--- src/rtl/int_rs_pkg.sv ---
// Shared widths and the reservation-station entry layout for the integer
// issue queue.
package int_rs_pkg;

    localparam int ROBID_W = 7;
    localparam int RSOP_W  = 5;
    localparam int RD_W    = 6;
    localparam int XLEN    = 32;

    typedef struct packed {
        logic              valid;
        logic [RSOP_W-1:0] op;
        logic [ROBID_W-1:0] robid;
        logic [RD_W-1:0]   rd;
        logic              op1ready;
        logic [XLEN-1:0]   op1;
        logic              op2ready;
        logic [XLEN-1:0]   op2;
    } rs_entry_t;

endpackage

--- src/rtl/int_rs_if.sv ---
// Dispatch, writeback, issue and flush signals of the integer reservation
// station, bundled with a driver-side and a station-side view.
interface int_rs_if;
    import int_rs_pkg::*;

    logic               rename_exers_write;
    logic [RSOP_W-1:0]  rename_op;
    logic [ROBID_W-1:0] rename_robid;
    logic [RD_W-1:0]    rename_rd;
    logic               rename_op1ready;
    logic               rename_op2ready;
    logic [XLEN-1:0]    rename_op1;
    logic [XLEN-1:0]    rename_op2;
    logic               exers_stall;

    logic               wb_valid;
    logic [ROBID_W-1:0] wb_robid;
    logic [XLEN-1:0]    wb_result;

    logic               exers_issue_valid;
    logic [RSOP_W-1:0]  exers_issue_op;
    logic [ROBID_W-1:0] exers_issue_robid;
    logic [RD_W-1:0]    exers_issue_rd;
    logic [XLEN-1:0]    exers_issue_op1;
    logic [XLEN-1:0]    exers_issue_op2;
    logic               alu_stall;

    logic               rob_flush;

    modport master (
        output rename_exers_write, rename_op, rename_robid, rename_rd,
               rename_op1ready, rename_op2ready, rename_op1, rename_op2,
               wb_valid, wb_robid, wb_result, alu_stall, rob_flush,
        input  exers_stall, exers_issue_valid, exers_issue_op,
               exers_issue_robid, exers_issue_rd, exers_issue_op1,
               exers_issue_op2
    );

    modport slave (
        input  rename_exers_write, rename_op, rename_robid, rename_rd,
               rename_op1ready, rename_op2ready, rename_op1, rename_op2,
               wb_valid, wb_robid, wb_result, alu_stall, rob_flush,
        output exers_stall, exers_issue_valid, exers_issue_op,
               exers_issue_robid, exers_issue_rd, exers_issue_op1,
               exers_issue_op2
    );

endinterface

--- src/rtl/int_rs_operand.sv ---
// One source-operand register. The incoming value (held, shifted or freshly
// allocated) is woken by a matching writeback broadcast before it is stored.
module int_rs_operand
    import int_rs_pkg::*;
(
    input  logic               clk,
    input  logic               src_ready,
    input  logic [XLEN-1:0]    src_value,
    input  logic               wb_valid,
    input  logic [ROBID_W-1:0] wb_robid,
    input  logic [XLEN-1:0]    wb_result,
    output logic               ready,
    output logic [XLEN-1:0]    value
);

    logic wake;

    // A not-ready operand carries its producer tag in the low bits.
    assign wake = ~src_ready & wb_valid & (src_value[ROBID_W-1:0] == wb_robid);

    always_ff @(posedge clk) begin
        ready <= src_ready | wake;
        value <= wake ? wb_result : src_value;
    end

endmodule

--- src/rtl/int_rs.sv ---
// Integer reservation station: a collapsing, age-ordered queue that wakes
// operands on writeback and issues the oldest ready entry to the ALU.
module int_rs
    import int_rs_pkg::*;
#(
    parameter int DEPTH = 4
) (
    input  logic     clk,
    input  logic     rst,
    int_rs_if.slave  bus
);

    localparam int CNT_W = $clog2(DEPTH + 1);
    localparam int IDX_W = (DEPTH > 1) ? $clog2(DEPTH) : 1;

    logic [DEPTH-1:0]   valid;
    logic [RSOP_W-1:0]  op_q    [DEPTH];
    logic [ROBID_W-1:0] robid_q [DEPTH];
    logic [RD_W-1:0]    rd_q    [DEPTH];
    logic [DEPTH-1:0]   op1_ready;
    logic [DEPTH-1:0]   op2_ready;
    logic [XLEN-1:0]    op1_val [DEPTH];
    logic [XLEN-1:0]    op2_val [DEPTH];

    rs_entry_t          cur [DEPTH];
    rs_entry_t          nxt [DEPTH];
    rs_entry_t          alloc_entry;

    logic [CNT_W-1:0]   occ;
    logic [CNT_W-1:0]   occ_after_issue;
    logic [IDX_W-1:0]   sel;
    logic               issue_valid;
    logic               fire;
    logic               stall;
    logic               alloc;

    always_comb begin
        for (int i = 0; i < DEPTH; i++) begin
            cur[i] = '{valid: valid[i], op: op_q[i], robid: robid_q[i],
                       rd: rd_q[i], op1ready: op1_ready[i], op1: op1_val[i],
                       op2ready: op2_ready[i], op2: op2_val[i]};
        end
    end

    always_comb begin
        alloc_entry = '{valid: 1'b1, op: bus.rename_op, robid: bus.rename_robid,
                        rd: bus.rename_rd, op1ready: bus.rename_op1ready,
                        op1: bus.rename_op1, op2ready: bus.rename_op2ready,
                        op2: bus.rename_op2};
    end

    always_comb begin
        occ = '0;
        for (int i = 0; i < DEPTH; i++) begin
            occ = occ + CNT_W'(valid[i]);
        end
    end

    // Scan from the top so the lowest-index (oldest) ready entry wins.
    always_comb begin
        issue_valid = 1'b0;
        sel         = '0;
        for (int i = DEPTH - 1; i >= 0; i--) begin
            if (cur[i].valid && cur[i].op1ready && cur[i].op2ready) begin
                issue_valid = 1'b1;
                sel         = IDX_W'(i);
            end
        end
    end

    assign stall           = (occ == CNT_W'(DEPTH));
    assign fire            = issue_valid & ~bus.alu_stall;
    assign alloc           = bus.rename_exers_write & ~stall & ~bus.rob_flush;
    assign occ_after_issue = occ - CNT_W'(fire);

    // Next image of every slot: collapse over the issued entry, then drop the
    // new instruction into the first free slot of the collapsed queue.
    always_comb begin
        for (int i = 0; i < DEPTH; i++) begin
            nxt[i] = cur[i];
            if (fire && i >= int'(sel)) begin
                nxt[i] = cur[(i < DEPTH - 1) ? i + 1 : i];
                if (i == DEPTH - 1) begin
                    nxt[i].valid = 1'b0;
                end
            end
            if (alloc && occ_after_issue == CNT_W'(i)) begin
                nxt[i] = alloc_entry;
            end
            if (bus.rob_flush) begin
                nxt[i].valid = 1'b0;
            end
        end
    end

    always_ff @(posedge clk or posedge rst) begin
        if (rst) begin
            valid <= '0;
        end else begin
            for (int i = 0; i < DEPTH; i++) begin
                valid[i] <= nxt[i].valid;
            end
        end
    end

    always_ff @(posedge clk) begin
        for (int i = 0; i < DEPTH; i++) begin
            op_q[i]    <= nxt[i].op;
            robid_q[i] <= nxt[i].robid;
            rd_q[i]    <= nxt[i].rd;
        end
    end

    for (genvar g = 0; g < DEPTH; g++) begin : g_entry
        int_rs_operand u_op1 (
            .clk       (clk),
            .src_ready (nxt[g].op1ready),
            .src_value (nxt[g].op1),
            .wb_valid  (bus.wb_valid),
            .wb_robid  (bus.wb_robid),
            .wb_result (bus.wb_result),
            .ready     (op1_ready[g]),
            .value     (op1_val[g])
        );

        int_rs_operand u_op2 (
            .clk       (clk),
            .src_ready (nxt[g].op2ready),
            .src_value (nxt[g].op2),
            .wb_valid  (bus.wb_valid),
            .wb_robid  (bus.wb_robid),
            .wb_result (bus.wb_result),
            .ready     (op2_ready[g]),
            .value     (op2_val[g])
        );
    end

    assign bus.exers_stall       = stall;
    assign bus.exers_issue_valid = issue_valid;
    assign bus.exers_issue_op    = cur[sel].op;
    assign bus.exers_issue_robid = cur[sel].robid;
    assign bus.exers_issue_rd    = cur[sel].rd;
    assign bus.exers_issue_op1   = cur[sel].op1;
    assign bus.exers_issue_op2   = cur[sel].op2;

endmodule

--- src/flat_wrapper.sv ---
// flat-port wrapper written by rule: the top's interface ports become plain ports
module int_rs_flat import int_rs_pkg::*;
#(
    parameter int DEPTH = 4
)
  (clk, rst, bus_rename_exers_write, bus_rename_op, bus_rename_robid, bus_rename_rd, bus_rename_op1ready, bus_rename_op2ready, bus_rename_op1, bus_rename_op2, bus_wb_valid, bus_wb_robid, bus_wb_result, bus_alu_stall, bus_rob_flush, bus_exers_stall, bus_exers_issue_valid, bus_exers_issue_op, bus_exers_issue_robid, bus_exers_issue_rd, bus_exers_issue_op1, bus_exers_issue_op2);
  int_rs_if bus_i ();
  input  logic clk;
  input  logic rst;
  input wire logic [$bits(bus_i.rename_exers_write)-1:0] bus_rename_exers_write;
  input wire logic [$bits(bus_i.rename_op)-1:0] bus_rename_op;
  input wire logic [$bits(bus_i.rename_robid)-1:0] bus_rename_robid;
  input wire logic [$bits(bus_i.rename_rd)-1:0] bus_rename_rd;
  input wire logic [$bits(bus_i.rename_op1ready)-1:0] bus_rename_op1ready;
  input wire logic [$bits(bus_i.rename_op2ready)-1:0] bus_rename_op2ready;
  input wire logic [$bits(bus_i.rename_op1)-1:0] bus_rename_op1;
  input wire logic [$bits(bus_i.rename_op2)-1:0] bus_rename_op2;
  input wire logic [$bits(bus_i.wb_valid)-1:0] bus_wb_valid;
  input wire logic [$bits(bus_i.wb_robid)-1:0] bus_wb_robid;
  input wire logic [$bits(bus_i.wb_result)-1:0] bus_wb_result;
  input wire logic [$bits(bus_i.alu_stall)-1:0] bus_alu_stall;
  input wire logic [$bits(bus_i.rob_flush)-1:0] bus_rob_flush;
  output wire logic [$bits(bus_i.exers_stall)-1:0] bus_exers_stall;
  output wire logic [$bits(bus_i.exers_issue_valid)-1:0] bus_exers_issue_valid;
  output wire logic [$bits(bus_i.exers_issue_op)-1:0] bus_exers_issue_op;
  output wire logic [$bits(bus_i.exers_issue_robid)-1:0] bus_exers_issue_robid;
  output wire logic [$bits(bus_i.exers_issue_rd)-1:0] bus_exers_issue_rd;
  output wire logic [$bits(bus_i.exers_issue_op1)-1:0] bus_exers_issue_op1;
  output wire logic [$bits(bus_i.exers_issue_op2)-1:0] bus_exers_issue_op2;
  assign bus_i.rename_exers_write = bus_rename_exers_write;
  assign bus_i.rename_op = bus_rename_op;
  assign bus_i.rename_robid = bus_rename_robid;
  assign bus_i.rename_rd = bus_rename_rd;
  assign bus_i.rename_op1ready = bus_rename_op1ready;
  assign bus_i.rename_op2ready = bus_rename_op2ready;
  assign bus_i.rename_op1 = bus_rename_op1;
  assign bus_i.rename_op2 = bus_rename_op2;
  assign bus_i.wb_valid = bus_wb_valid;
  assign bus_i.wb_robid = bus_wb_robid;
  assign bus_i.wb_result = bus_wb_result;
  assign bus_i.alu_stall = bus_alu_stall;
  assign bus_i.rob_flush = bus_rob_flush;
  assign bus_exers_stall = bus_i.exers_stall;
  assign bus_exers_issue_valid = bus_i.exers_issue_valid;
  assign bus_exers_issue_op = bus_i.exers_issue_op;
  assign bus_exers_issue_robid = bus_i.exers_issue_robid;
  assign bus_exers_issue_rd = bus_i.exers_issue_rd;
  assign bus_exers_issue_op1 = bus_i.exers_issue_op1;
  assign bus_exers_issue_op2 = bus_i.exers_issue_op2;
  int_rs #(.DEPTH(DEPTH)) u_core (.clk(clk), .rst(rst), .bus(bus_i));
endmodule
--- config.mk ---
export PLATFORM = sky130hd
export DESIGN_NAME = int_rs_flat
export DESIGN_NICKNAME = d
export VERILOG_FILES = /design/src/rtl/int_rs_pkg.sv /design/src/rtl/int_rs_if.sv /design/src/rtl/int_rs_operand.sv /design/src/rtl/int_rs.sv /design/src/flat_wrapper.sv
export SDC_FILE = /design/constraint.sdc
export NUM_CORES = 1
export LEC_CHECK = 0
export ABC_AREA = 1
export CORE_MARGIN = 2
export CORE_UTILIZATION = 55
export DETAILED_ROUTE_END_ITERATION = 6
export PLACE_DENSITY = 0.77
export SLEW_MARGIN = 20
export SYNTH_ARGS = -nofsm -noshare
export SYNTH_HDL_FRONTEND = slang
export SYNTH_SLANG_ARGS = --single-unit
--- constraint.sdc ---
create_clock -name clk -period 5.86 [get_ports clk]
set_input_delay 1.172 -clock clk [delete_from_list [all_inputs] [get_ports clk]]
set_output_delay 1.172 -clock clk [all_outputs]
set_load 0.01 [all_outputs]
==> metrics.cfg <==
[clocking]
path_clk_slew_ns=0.06
clock_latency_ns=0.55
cts_tree=yes
post_cts_buffers=0
cts_sinks=340
cts-htree-levels=2
cts_root_buf=clkbuf_16
clockBufferDepth=3
cts_resized=0
cts_buffers=39
cts_hold_buffers=0

[floorplanning]
core_mm2=0.03865
dieArea_mm2=0.04078
die_h_um=202.0
die_x_um=202.0
rows=72
io_pins=213
start_util_pct=55.77

[sta]
finalSetupViolCount=0
worstMarginPinSlew_ns=1.025
setup-tns-final_ns=0
fmax_mhz=194.1
finClkSkew_ns=0.02304
fin_crit_ns=5.153
rsz0062_at_grt=false
holdWs_ns=0.5452
finalHoldViolations=0
timing.final.ws_setup_ns=0.7073
maxSlewViolCount=0
maxSlewHeadroom_pct=31.65
post-route-period-util_pct=87.93

[drt]
firstDrtPassIters=6
drt_iter0_drc=2646
viasPerCell=6.201
routed_wl_mm=77.20
postRouteAntennaNets=0
post_drt_wl_per_cell_um=21.28
post-route-drc-count=0
vias=22499

[pwr]
p_int_mw=6.870
vdd_drop_max_mv=0.2603
power_density_mw_per_mm2=468.2
pwr-share-clk_pct=21.0
p_total_mw=11.72
swShare_pct=41.37
switchingPower_mw=4.847
cellLeakagePower_nw=10.69
p_comb_share_pct=45.8
p_seq_share_pct=33.2

[final_layout]
final_cell_mix=922 x nand2_1, 431 x nand3_1, 379 x o21ai_0
area_growth_pct=16.12
final_common_cell=nand2_1
drive_gt1_share_pct=5.539
final_nets=3208
final_cell_area_mm2=0.02503

[setup_path]
startpoint_type=flop
startpoint=u_core.valid[0]
critPathArrivalTime_ns=3.98
reg2reg_from=u_core.valid[1]
criticalPathCategory=flop to primary output
critPathMaxFanout=91
required_ns=4.69
end_kind=primary output

[synthesis]
synth_cells=3010
async_flop_share_pct=1.176
synth_seq_cells=340
synthFlopType=edfxtp_1
syn_avg_cell_area_um2=7.160
yosysWarnings=0
synthesis.area_mm2=0.02155
syn_nets=3144
yosysSeqAreaShare_pct=44.31
synth_edf_count=272
synth.distinct_cells=37

[hold_path]
hold_class=flop to flop
hold_path_startpoint=u_core.g_entry[0].u_op1.ready

[place]
gp_congestion=0.9527
place_ws_ns=0.7326
hpwl_mm=47.60
numPortBuffers=212
place_area_mm2=0.02374

[grt]
grt_max_degree=112
grt-ovfl-total=0
antenna_found_initial=4
grt_pass1_wl_mm=117.9
grt_pass1_vias=21455
track_usage_pct=36.88

[status]
outcome=finished clean

[job]
drv_cap=0

registers in the layout (all words and copies together), names as in the netlist:
signal                      count
u_core.g_entry.u_op1.value    128
u_core.g_entry.u_op2.value    128
u_core.robid_q                 28
u_core.rd_q                    24
u_core.op_q                    20
u_core.g_entry.u_op1.ready      4
u_core.g_entry.u_op2.ready      4
u_core.valid                    4
worst max-delay path, stage by stage (launching register included):
cell and delay, ns:
dfrtp_1 0.40, nand3_1 0.17, nand2_2 0.10, inv_2 0.10, nand2_4 0.23, inv_4 0.76, buf_4 0.46, o21ai_0 0.15
o32ai_1 0.30, clkdlybuf4s50_1 0.65
cells by family (layout without fill, tap and decap cells):
group / after synthesis / in the layout / synth area share [%]
flip-flops: 340 / 340 / 44.31
adder cells (fa/ha/maj): 5 / 5 / 0.3251
AND/OR/NAND/NOR: 1697 / 1697 / 32.89
XOR/XNOR: 3 / 3 / 0.1219
other: 0 / 5 / 0
AO/OA/AOI/OAI: 522 / 522 / 13.66
buffers and inverters: 443 / 538 / 8.691
metrics by stage:
| step | util, % | std cells |
|---|---|---|
| after global placement | 61.42 | 3551 |
| final | 64.76 | 3628 |
| after floorplan | - | 3010 |
| after CTS | 64.71 | 3623 |
| after global routing | 64.75 | 3627 |
| after detailed placement | 61.42 | 3551 |
metal layers:
metal	vias up	routed length, µm	global-route usage [%]
li1	10235	-	-
met1	10384	29010	47.82
met2	1583	35110	58.16
met3	297	9300	7.191
met4	0	3783	20.43
met5	-	0	0
power by group through the flow:
stage | registers [mW] | logic (mW) | clock network, mW
5_1_grt | 3.94 | 5.84 | 2.55
3_5_place_dp | 3.91 | 5.23 | 0
4_1_cts | 3.87 | 5.26 | 2.46
6_report | 3.90 | 5.36 | 2.46
3_3_place_gp | 3.89 | 5.15 | 0
2_1_floorplan | 3.80 | 3.23 | 0
cell usage after synthesis (12+ instances only):
library cell  count  area (µm²)
nand2_1         923        3465
nand3_1         432        2162
o21ai_0         379        1897
nor2_1          289        1085
edfxtp_1        272        8168
inv_1           172       645.6
clkbuf_1        128       480.5
buf_2            99       495.5
o32ai_1          68       595.6
dfxtp_1          64        1281
o21ai_1          21       105.1
a21oi_1          17       85.08
a31oi_1          14       87.58
nand4_1          14       87.58
o211ai_1         14       105.1
buf_1            12       45.04
path summary, 6_finish.rpt:
kind                                                endpoint  slack [ns]  depth (start not counted)
setup / recovery                      bus_exers_issue_op1[7]        0.71                          9
hold / removal                 u_core.g_entry[0].u_op1.ready        0.55                          2
setup reg to reg           u_core.g_entry[1].u_op2.value[20]        1.07                         17
hold reg to reg                u_core.g_entry[0].u_op1.ready        0.55                          2
max in group asynchronous                    u_core.valid[3]        4.86                          2
min in group asynchronous                    u_core.valid[0]        0.84                          2
area by class of cell:
type,count,area [µm²]
fill,3363,13620
multi-input combinational,2227,10170
sequential,340,9549
timing repair buffer,278,2659
clock buffer,57,1135
inverter,188,710.7
tap,518,648.1
clock inverter,15,138.9
antenna,5,12.51
(Power assumes the default switching activity.)
